<file path="config.mk">
export PLATFORM = sky130hd
export DESIGN_NAME = calendar_date_ctrl
export DESIGN_NICKNAME = d
export VERILOG_FILES = /design/src/rtl/calendar_date_ctrl.sv
export SDC_FILE = /design/constraint.sdc
export NUM_CORES = 1
export LEC_CHECK = 0
export ABC_AREA = 1
export CAP_MARGIN = 25
export CORE_ASPECT_RATIO = 0.7
export CORE_UTILIZATION = 55
export DETAILED_ROUTE_END_ITERATION = 16
export PLACE_DENSITY = 0.82
export SYNTH_ARGS = -nofsm -noshare
export SYNTH_HDL_FRONTEND = slang
export SYNTH_SLANG_ARGS = --single-unit
export TNS_END_PERCENT = 5
</file>
<file path="constraint.sdc">
create_clock -name clk -period 2.9 [get_ports clk]
set_clock_uncertainty 0.2 [all_clocks]
set_input_delay 0.58 -clock clk [delete_from_list [all_inputs] [get_ports clk]]
set_output_delay 0.58 -clock clk [all_outputs]
set_load 0.02 [all_outputs]
</file>
<file path="src/rtl/calendar_date_ctrl.sv">
// BCD year/month/day calendar with a day-advance path and a three-field set mode.
// Optional feature: define LEAP_YEAR_EN to give February 29 days in years divisible by 4.
module calendar_date_ctrl (
    input  logic       clk,
    input  logic       rst,
    input  logic       day_tick,
    input  logic       set_btn,
    input  logic       up_btn,
    output logic [3:0] year1,
    output logic [3:0] year0,
    output logic [3:0] month1,
    output logic [3:0] month0,
    output logic [3:0] day1,
    output logic [3:0] day0,
    output logic [1:0] mode,
    output logic       year_tick
);

    typedef enum logic [1:0] {
        S_RUN       = 2'd0,
        S_SET_YEAR  = 2'd1,
        S_SET_MONTH = 2'd2,
        S_SET_DAY   = 2'd3
    } state_t;

    state_t     r_state;
    state_t     w_state_next;

    logic [7:0] r_year;
    logic [7:0] r_month;
    logic [7:0] r_day;
    logic       r_year_tick;

    logic [7:0] w_year_next;
    logic [7:0] w_month_next;
    logic [7:0] w_day_next;
    logic       w_year_tick_next;

    logic [7:0] w_dmax;
    logic [7:0] w_feb_len;
    logic [7:0] w_year_inc;
    logic [7:0] w_month_inc;
    logic [7:0] w_day_inc;
    logic       w_day_at_max;
    logic       w_month_at_max;

`ifdef LEAP_YEAR_EN
    logic w_leap;

    // Divisible by 4 in BCD: even tens with units 0/4/8, odd tens with units 2/6.
    always_comb begin
        if (!r_year[4])
            w_leap = (r_year[3:0] == 4'd0) || (r_year[3:0] == 4'd4) || (r_year[3:0] == 4'd8);
        else
            w_leap = (r_year[3:0] == 4'd2) || (r_year[3:0] == 4'd6);
    end

    assign w_feb_len = w_leap ? 8'h29 : 8'h28;
`else
    assign w_feb_len = 8'h28;
`endif

    always_comb begin
        case (r_month)
            8'h01, 8'h03, 8'h05, 8'h07, 8'h08, 8'h10, 8'h12: w_dmax = 8'h31;
            8'h02:                                           w_dmax = w_feb_len;
            default:                                         w_dmax = 8'h30;
        endcase
    end

    // Packed BCD compares numerically, so >= against dmax is a valid range check.
    assign w_day_at_max   = (r_day >= w_dmax);
    assign w_month_at_max = (r_month >= 8'h12);

    always_comb begin
        if (r_year[3:0] == 4'd9)
            w_year_inc = (r_year[7:4] == 4'd9) ? 8'h00 : {r_year[7:4] + 4'd1, 4'd0};
        else
            w_year_inc = {r_year[7:4], r_year[3:0] + 4'd1};
    end

    always_comb begin
        if (w_month_at_max)
            w_month_inc = 8'h01;
        else if (r_month[3:0] == 4'd9)
            w_month_inc = 8'h10;
        else
            w_month_inc = {r_month[7:4], r_month[3:0] + 4'd1};
    end

    assign w_day_inc = (r_day[3:0] == 4'd9) ? {r_day[7:4] + 4'd1, 4'd0}
                                            : {r_day[7:4], r_day[3:0] + 4'd1};

    always_comb begin
        w_state_next     = r_state;
        w_year_next      = r_year;
        w_month_next     = r_month;
        w_day_next       = r_day;
        w_year_tick_next = 1'b0;

        if (set_btn) begin
            case (r_state)
                S_RUN:       w_state_next = S_SET_YEAR;
                S_SET_YEAR:  w_state_next = S_SET_MONTH;
                S_SET_MONTH: w_state_next = S_SET_DAY;
                default:     w_state_next = S_RUN;
            endcase
            // Leaving a year/month edit can shorten the month; pull the day back in range.
            if ((r_state == S_SET_YEAR || r_state == S_SET_MONTH) && (r_day > w_dmax))
                w_day_next = w_dmax;
        end else begin
            case (r_state)
                S_RUN: begin
                    if (day_tick) begin
                        if (!w_day_at_max) begin
                            w_day_next = w_day_inc;
                        end else begin
                            w_day_next   = 8'h01;
                            w_month_next = w_month_inc;
                            if (w_month_at_max) begin
                                w_year_next      = w_year_inc;
                                w_year_tick_next = 1'b1;
                            end
                        end
                    end
                end
                S_SET_YEAR: begin
                    if (up_btn)
                        w_year_next = w_year_inc;
                end
                S_SET_MONTH: begin
                    if (up_btn)
                        w_month_next = w_month_inc;
                end
                default: begin
                    if (up_btn)
                        w_day_next = w_day_at_max ? 8'h01 : w_day_inc;
                end
            endcase
        end
    end

    always_ff @(posedge clk) begin
        if (rst) begin
            r_state     <= S_RUN;
            r_year      <= 8'h00;
            r_month     <= 8'h01;
            r_day       <= 8'h01;
            r_year_tick <= 1'b0;
        end else begin
            r_state     <= w_state_next;
            r_year      <= w_year_next;
            r_month     <= w_month_next;
            r_day       <= w_day_next;
            r_year_tick <= w_year_tick_next;
        end
    end

    assign year1     = r_year[7:4];
    assign year0     = r_year[3:0];
    assign month1    = r_month[7:4];
    assign month0    = r_month[3:0];
    assign day1      = r_day[7:4];
    assign day0      = r_day[3:0];
    assign mode      = r_state;
    assign year_tick = r_year_tick;

endmodule
</file>
==> results.py, run 1 <==
metrics = {
    "sta": {
        "timing.fmax_mhz": 428.1,
        "maxSlewHeadroom": 0.6612,
        "rsz0062_at_grt": "false",
        "fin_crit_sh": 0.8056,
        "finalSetupTns_ns": 0,
        "fin_ws_ns": 0.5639,
        "fin_hold_ws_ns": 0.2978,
        "worst_pin_slew_ns": 0.5036,
        "fin_crit_ns": 2.336,
        "finalMaxSlewViolations": 0,
        "finalSetupViolations": 0,
        "hold_violations": 0,
    },
    "die": {
        "ioPinCount": 32,
        "die_area_sq_um": 3187,
        "dieHeight_um": 47.54,
        "die_x_um": 67.05,
        "rows": 16,
        "initial_core_util": 0.5812,
        "core_area_sq_um": 2803,
    },
    "worst_setup_path": {
        "path_buf_inv": 1,
        "cp_slowest_cell": "dfxtp_1",
        "crit_top_cell": "nand2_1",
        "crit_fanout": 8,
        "crit_path_end_kind": "flip-flop",
        "r2r_start": "r_day[0]$_SDFFE_PP1P_",
        "start_kind": "flip-flop",
        "worstPathRequired_ns": 2.87,
        "worst-r2r-cell-count": 13,
        "worstSetupPathType": "reg2reg",
        "crit_arrival_ns": 2.30,
        "max_stage_delay_ns": 0.44,
        "crit_family": "simple AND/OR/NAND/NOR gates",
        "path_cells": "inv_2, ha_1, nand2_1, nor2_1, nand2_1, nand4_2, nand3_2, nand2_1, nand2_1, nand2_1, nand2_1, nor2_2, nand2_2",
        "regToRegSetupSlack_ns": 0.56,
    },
    "hold_path": {
        "worstHoldStart": "r_day[7]$_SDFFE_PP0P_",
        "hold_depth": 2,
        "whs_endpoint": "r_day[7]$_SDFFE_PP0P_",
        "hold_path_class": "reg2reg",
    },
    "cts": {
        "numCtsBuffers": 3,
        "cts_tree": "done",
        "path_clk_slew_ns": 0.09,
        "worstSkewPairLatency_ns": 0.28,
        "clockRootBuffer": "clkbuf_8",
        "hold_buffers": 0,
        "clock-sinks": 27,
        "cts_setup_buffers": 0,
        "cts_resized": 0,
        "cts_buffer_depth": 2,
        "ctsHtreeMaxLevel": 1,
    },
    "drt": {
        "firstDrtPassIters": 4,
        "drc": 0,
        "ant_nets": 0,
        "viasPerCell": 5.128,
        "drtIter0Drc": 109,
        "vias": 1600,
        "avgRoutedWirePerCell_um": 11.13,
        "routed_wl_um": 3472,
    },
    "global_route": {
        "gr-usage-all-layers": 0.2411,
        "overflow": 0,
        "grt_max_degree": 15,
        "grt_pass1_vias": 1219,
        "grt_pass1_wl_um": 5589,
        "antenna_found_initial": 0,
    },
    "layout": {
        "final_common_cell": "nand2_1",
        "drive_above_1_share": 0.08333,
        "syn2layout_area_growth_pct": 21.66,
        "mostFrequentLayoutCells": "60 x nand2_1, 35 x inv_1, 28 x clkdlybuf4s50_1",
        "diodes": 0,
        "final.fill_count": 246,
        "nets": 289,
    },
    "logic_synthesis": {
        "synth_top_family_by_area": "simple AND/OR/NAND/NOR gates",
        "yosys.area_share.simple": 0.3241,
        "synth_seq_cells": 27,
        "yosys.cell_types.count": 32,
        "ys_seq_area_frac": 0.3318,
        "synth-xor-area-share": 0.01613,
        "synth_top_area_frac": 0.3318,
        "ys.flop_type": "dfxtp_1",
        "synthArstFlopShare": 0,
        "synth-compound-area-share": 0.1482,
        "post_synth_fa_ha_maj_area_fraction": 0.05376,
        "synthTopCellsByArea": "dfxtp_1 33%, nand2_1 14%, inv_1 8.1%",
        "syn_inst": 247,
        "synth_area_leader_cell": "dfxtp_1",
        "yosysWarnings": 0,
        "netlist_area_sq_um": 1629,
        "synth_mux_area_frac": 0,
        "synth_edf_count": 0,
        "avgSynthCellArea_sq_um": 6.595,
    },
    "pwr": {
        "p_leak_nw": 0.9147,
        "power.density_nw_per_um2": 410.5,
        "max-vdd-ir-drop_uv": 357.7,
    },
    "place": {
        "dp_hpwl_um": 2683,
        "pre_cts_ws_ns": 0.3318,
        "portBuffers": 28,
        "gp_congestion": 0.8818,
    },
    "run_status": {
        "status": "finished, final reports clean",
    },
    "flow_run": {
        "max_cap_viol_count": 0,
    },
}
[final cells by class]
class	instances	area, sq um	share of cell area
Timing Repair Buffer	30	295.3	0.1490
Sequential cell	27	540.5	0.2727
Clock buffer	4	45.04	0.02273
Tap cell	36	45.04	0.02273
Multi-Input combinational cell	172	894.6	0.4514
Inverter	43	161.4	0.08144
[stage by stage]
| step | utilization | instance area [sq um] | power (mW) | instances |
|---|---|---|---|---|
| 6_report | 0.7071 | 1982 | 0.8135 | 312 |
| 3_5_place_dp | 0.6911 | 1937 | 0.6085 | 308 |
| 5_1_grt | 0.7071 | 1982 | 0.8650 | 312 |
| 3_3_place_gp | 0.6911 | 1937 | 0.6051 | 308 |
| 4_1_cts | 0.7071 | 1982 | 0.8189 | 312 |
| 2_1_floorplan | - | 1637 | 0.5493 | 249 |
[metal layers]
metal / vias up / routed length (um) / GRT usage
met2: 49 / 1327 / 0.3140
met1: 693 / 1920 / 0.3824
met3: 4 / 195 / 0.05714
met5: - / 0 / 0
met4: 0 / 28 / 0.06383
li1: 854 / - / -
[where the power goes]
part           switching [mW]  internal [mW]  total, mW
Combinational           0.119         0.0755      0.195
Sequential             0.0215          0.387      0.408
Clock                   0.112         0.0985      0.211
Total                   0.253          0.561      0.814
[synthesized netlist by cell type (all sizes together), types with 2 or more instances]
library cell and number:
nand2 61, inv 43, dfxtp 27, nor2 26, a21oi 19, nand4 13, o21ai 13, nand3 12
ha 7, buf 5, nor3 3, o211ai 3, a211oi 2, clkbuf 2, or2 2, xor2 2
[cells by family (layout without fill, tap and decap cells)]
logic type / count (synthesis) / in the layout
xor gates and xnor gates: 3 / 3
adders and majority gates: 7 / 7
buffers and inverters: 50 / 77
DFF: 27 / 27
and+or+nand+nor: 118 / 118
AOI/OAI and AO/OA: 41 / 41
other: 1 / 3
[worst min-delay path: stages (launching register included)]
cell	delay [ns]
dfxtp_1	0.32
inv_1	0.08
nor3_1	0.06
[worst max-delay path by stage]
stage | end | cells after the start | startpoint
6_report | flip-flop | 13 | r_day[0]$_SDFFE_PP1P_
5_1_grt | flip-flop | 13 | r_day[0]$_SDFFE_PP1P_
4_1_cts | flip-flop | 12 | mode[0]$_SDFFE_PP0P_
3_5_place_dp | flip-flop | 10 | up_btn
3_3_place_gp | flip-flop | 10 | up_btn
2_1_floorplan | flip-flop | 12 | mode[0]$_SDFFE_PP0P_
(Power assumes the default switching activity.)
==> run 2, diff against run 1 <==
--- a/config.mk
+++ b/config.mk
@@ -8,9 +8,9 @@
 export ABC_AREA = 1
 export CAP_MARGIN = 25
 export CORE_ASPECT_RATIO = 0.7
-export CORE_UTILIZATION = 55
+export CORE_UTILIZATION = 51
 export DETAILED_ROUTE_END_ITERATION = 16
-export PLACE_DENSITY = 0.82
+export PLACE_DENSITY = 0.77
 export SYNTH_ARGS = -nofsm -noshare
 export SYNTH_HDL_FRONTEND = slang
 export SYNTH_SLANG_ARGS = --single-unit
==> constraint.sdc (replaced) <==
create_clock -name clk -period 2.15 [get_ports clk]
set_clock_uncertainty 0.2 [all_clocks]
set_input_delay 0.43 -clock clk [delete_from_list [all_inputs] [get_ports clk]]
set_output_delay 0.43 -clock clk [all_outputs]
set_load 0.02 [all_outputs]
==> run 2 against run 1 <==
Net effect: hold slack lost 0.013 ns; sequential cell count is the same; design area grew 16%; maximum frequency increased by 9.0%; sequential power up 34%; clock power increased by 36%; non-clock buffer count rose by 29.
==> results.py, run 2 (synthesis gave the netlist of run 1 again) <==
metrics = {
    "die": {
        "die_area_sq_um": 3428,
        "rows": 16,
        "dieHeight_um": 49.29,
        "core_area_sq_um": 2923,
        "ioPinCount": 32,
        "die_x_um": 69.55,
        "initial_core_util": 0.5574,
    },
    "cts": {
        "clockRootBuffer": "clkbuf_8",
        "ctsHtreeMaxLevel": 1,
        "numCtsBuffers": 3,
        "worstSkewPairLatency_ns": 0.28,
        "cts_tree": "done",
        "path_clk_slew_ns": 0.09,
        "clock-sinks": 27,
        "hold_buffers": 0,
        "cts_buffer_depth": 2,
    },
    "drt": {
        "drc": 0,
        "vias": 1743,
        "ant_nets": 0,
        "drtIter0Drc": 80,
        "firstDrtPassIters": 4,
        "routed_wl_um": 4274,
        "avgRoutedWirePerCell_um": 12.53,
        "viasPerCell": 5.111,
    },
    "sta": {
        "finalMaxSlewViolations": 0,
        "hold_violations": 0,
        "fin_crit_sh": 0.9972,
        "fin_ws_ns": 0.005942,
        "timing.fmax_mhz": 466.4,
        "finalSetupViolations": 0,
        "fin_crit_ns": 2.144,
        "rsz0062_at_grt": "true",
    },
    "layout": {
        "drive_above_1_share": 0.2361,
        "mostFrequentLayoutCells": "55 x nand2_1, 32 x inv_1, 30 x buf_4",
        "final_common_cell": "nand2_1",
        "diodes": 0,
        "nets": 318,
        "syn2layout_area_growth_pct": 41.63,
        "fin_area_sq_um": 2307,
        "final_util": 0.7894,
    },
    "place": {
        "portBuffers": 28,
        "gp_congestion": 0.9079,
        "pre_cts_ws_ns": -0.1768,
        "dpl-instance-area_sq_um": 2141,
        "dp_hpwl_um": 3031,
    },
    "worst_setup_path": {
        "crit_arrival_ns": 2.11,
        "worstPathRequired_ns": 2.12,
        "worstSetupPathType": "reg2reg",
        "regToRegSetupSlack_ns": 0.006,
        "crit_path_end_kind": "flip-flop",
        "worst-r2r-cell-count": 12,
        "crit_fanout": 6,
        "start_kind": "flip-flop",
    },
    "global_route": {
        "overflow": 0,
        "grt_pass1_vias": 1516,
        "grt_busiest_layer": "met1",
        "grt_max_degree": 15,
        "grtUsageMet2": 0.3625,
        "gr-usage-all-layers": 0.2511,
        "gr-usage-met1": 0.3780,
        "met3_usage": 0.05579,
        "antenna_found_initial": 0,
        "grt_pass1_wl_um": 6886,
    },
    "run_status": {
        "status": "finished, final reports clean",
    },
    "pwr": {
        "max-vdd-ir-drop_uv": 410.7,
        "p_leak_nw": 1.082,
        "power.density_nw_per_um2": 526.1,
    },
    "flow_run": {
        "max_cap_viol_count": 0,
    },
    "hold_path": {
        "hold_path_class": "in2reg",
    },
}
run 2: cell type report:
| cell class | instances | area, sq um |
|---|---|---|
| Clock buffer | 4 | 45.04 |
| Timing Repair Buffer | 59 | 519.2 |
| Tap cell | 36 | 45.04 |
| Inverter | 43 | 161.4 |
| Sequential cell | 27 | 544.3 |
| Fill cell | 223 | 615.6 |
| Multi-Input combinational cell | 172 | 992.2 |
run 2: worst min-delay path by stage:
stage / start / slack (ns) / cells after the start / to
2_1_floorplan: flip-flop / 0.31 / 2 / r_day[4]$_SDFFE_PP0P_
3_3_place_gp: r_day[7]$_SDFFE_PP0P_ / 0.28 / 2 / r_day[7]$_SDFFE_PP0P_
3_5_place_dp: r_day[7]$_SDFFE_PP0P_ / 0.28 / 2 / r_day[7]$_SDFFE_PP0P_
4_1_cts: r_day[7]$_SDFFE_PP0P_ / 0.30 / 2 / r_day[7]$_SDFFE_PP0P_
5_1_grt: day_tick / 0.28 / 3 / year_tick$_SDFF_PP0_
6_report: day_tick / 0.29 / 3 / year_tick$_SDFF_PP0_
run 2: stage by stage:
stage	instances	power, mW	TNS (ns)	hold slack (ns)
2_1_floorplan	249	0.7413	0	0.3138
3_3_place_gp	335	0.8804	-0.9323	0.2811
3_5_place_dp	335	0.8844	-1.530	0.2849
4_1_cts	340	1.186	0	0.2985
5_1_grt	341	1.283	-0.6125	0.2795
6_report	341	1.214	0	0.2851
run 2: per-layer routing:
metal,vias to the layer above,share of wire
met5,-,0
met4,0,0.0054
met3,4,0.057
met2,64,0.44
met1,771,0.50
li1,904,-
run 2: critical path: stages, from the launching register on:
cell	delay, ns
dfxtp_1	0.32
inv_1	0.04
ha_1	0.28
or2_1	0.25
nand3_4	0.12
nand4_4	0.17
buf_4	0.20
nand4_1	0.09
nand3_1	0.11
nand2_1	0.11
nand2_1	0.06
nand2_1	0.05
nor2_1	0.03
run 2: timing repair:
action / 4_1_cts / 5_1_grt
setup endpoints to repair: 11 / 17
pin swaps: 0 / 8
resized for setup: 7 / 22
buffers inserted: 1 / 1
run 2: power breakdown:
group          switching [mW]  internal (mW)  leakage [nW]
clock                   0.156          0.133        0.0228
sequential             0.0229          0.522         0.220
combinational           0.209          0.172         0.839
total                   0.387          0.827          1.08
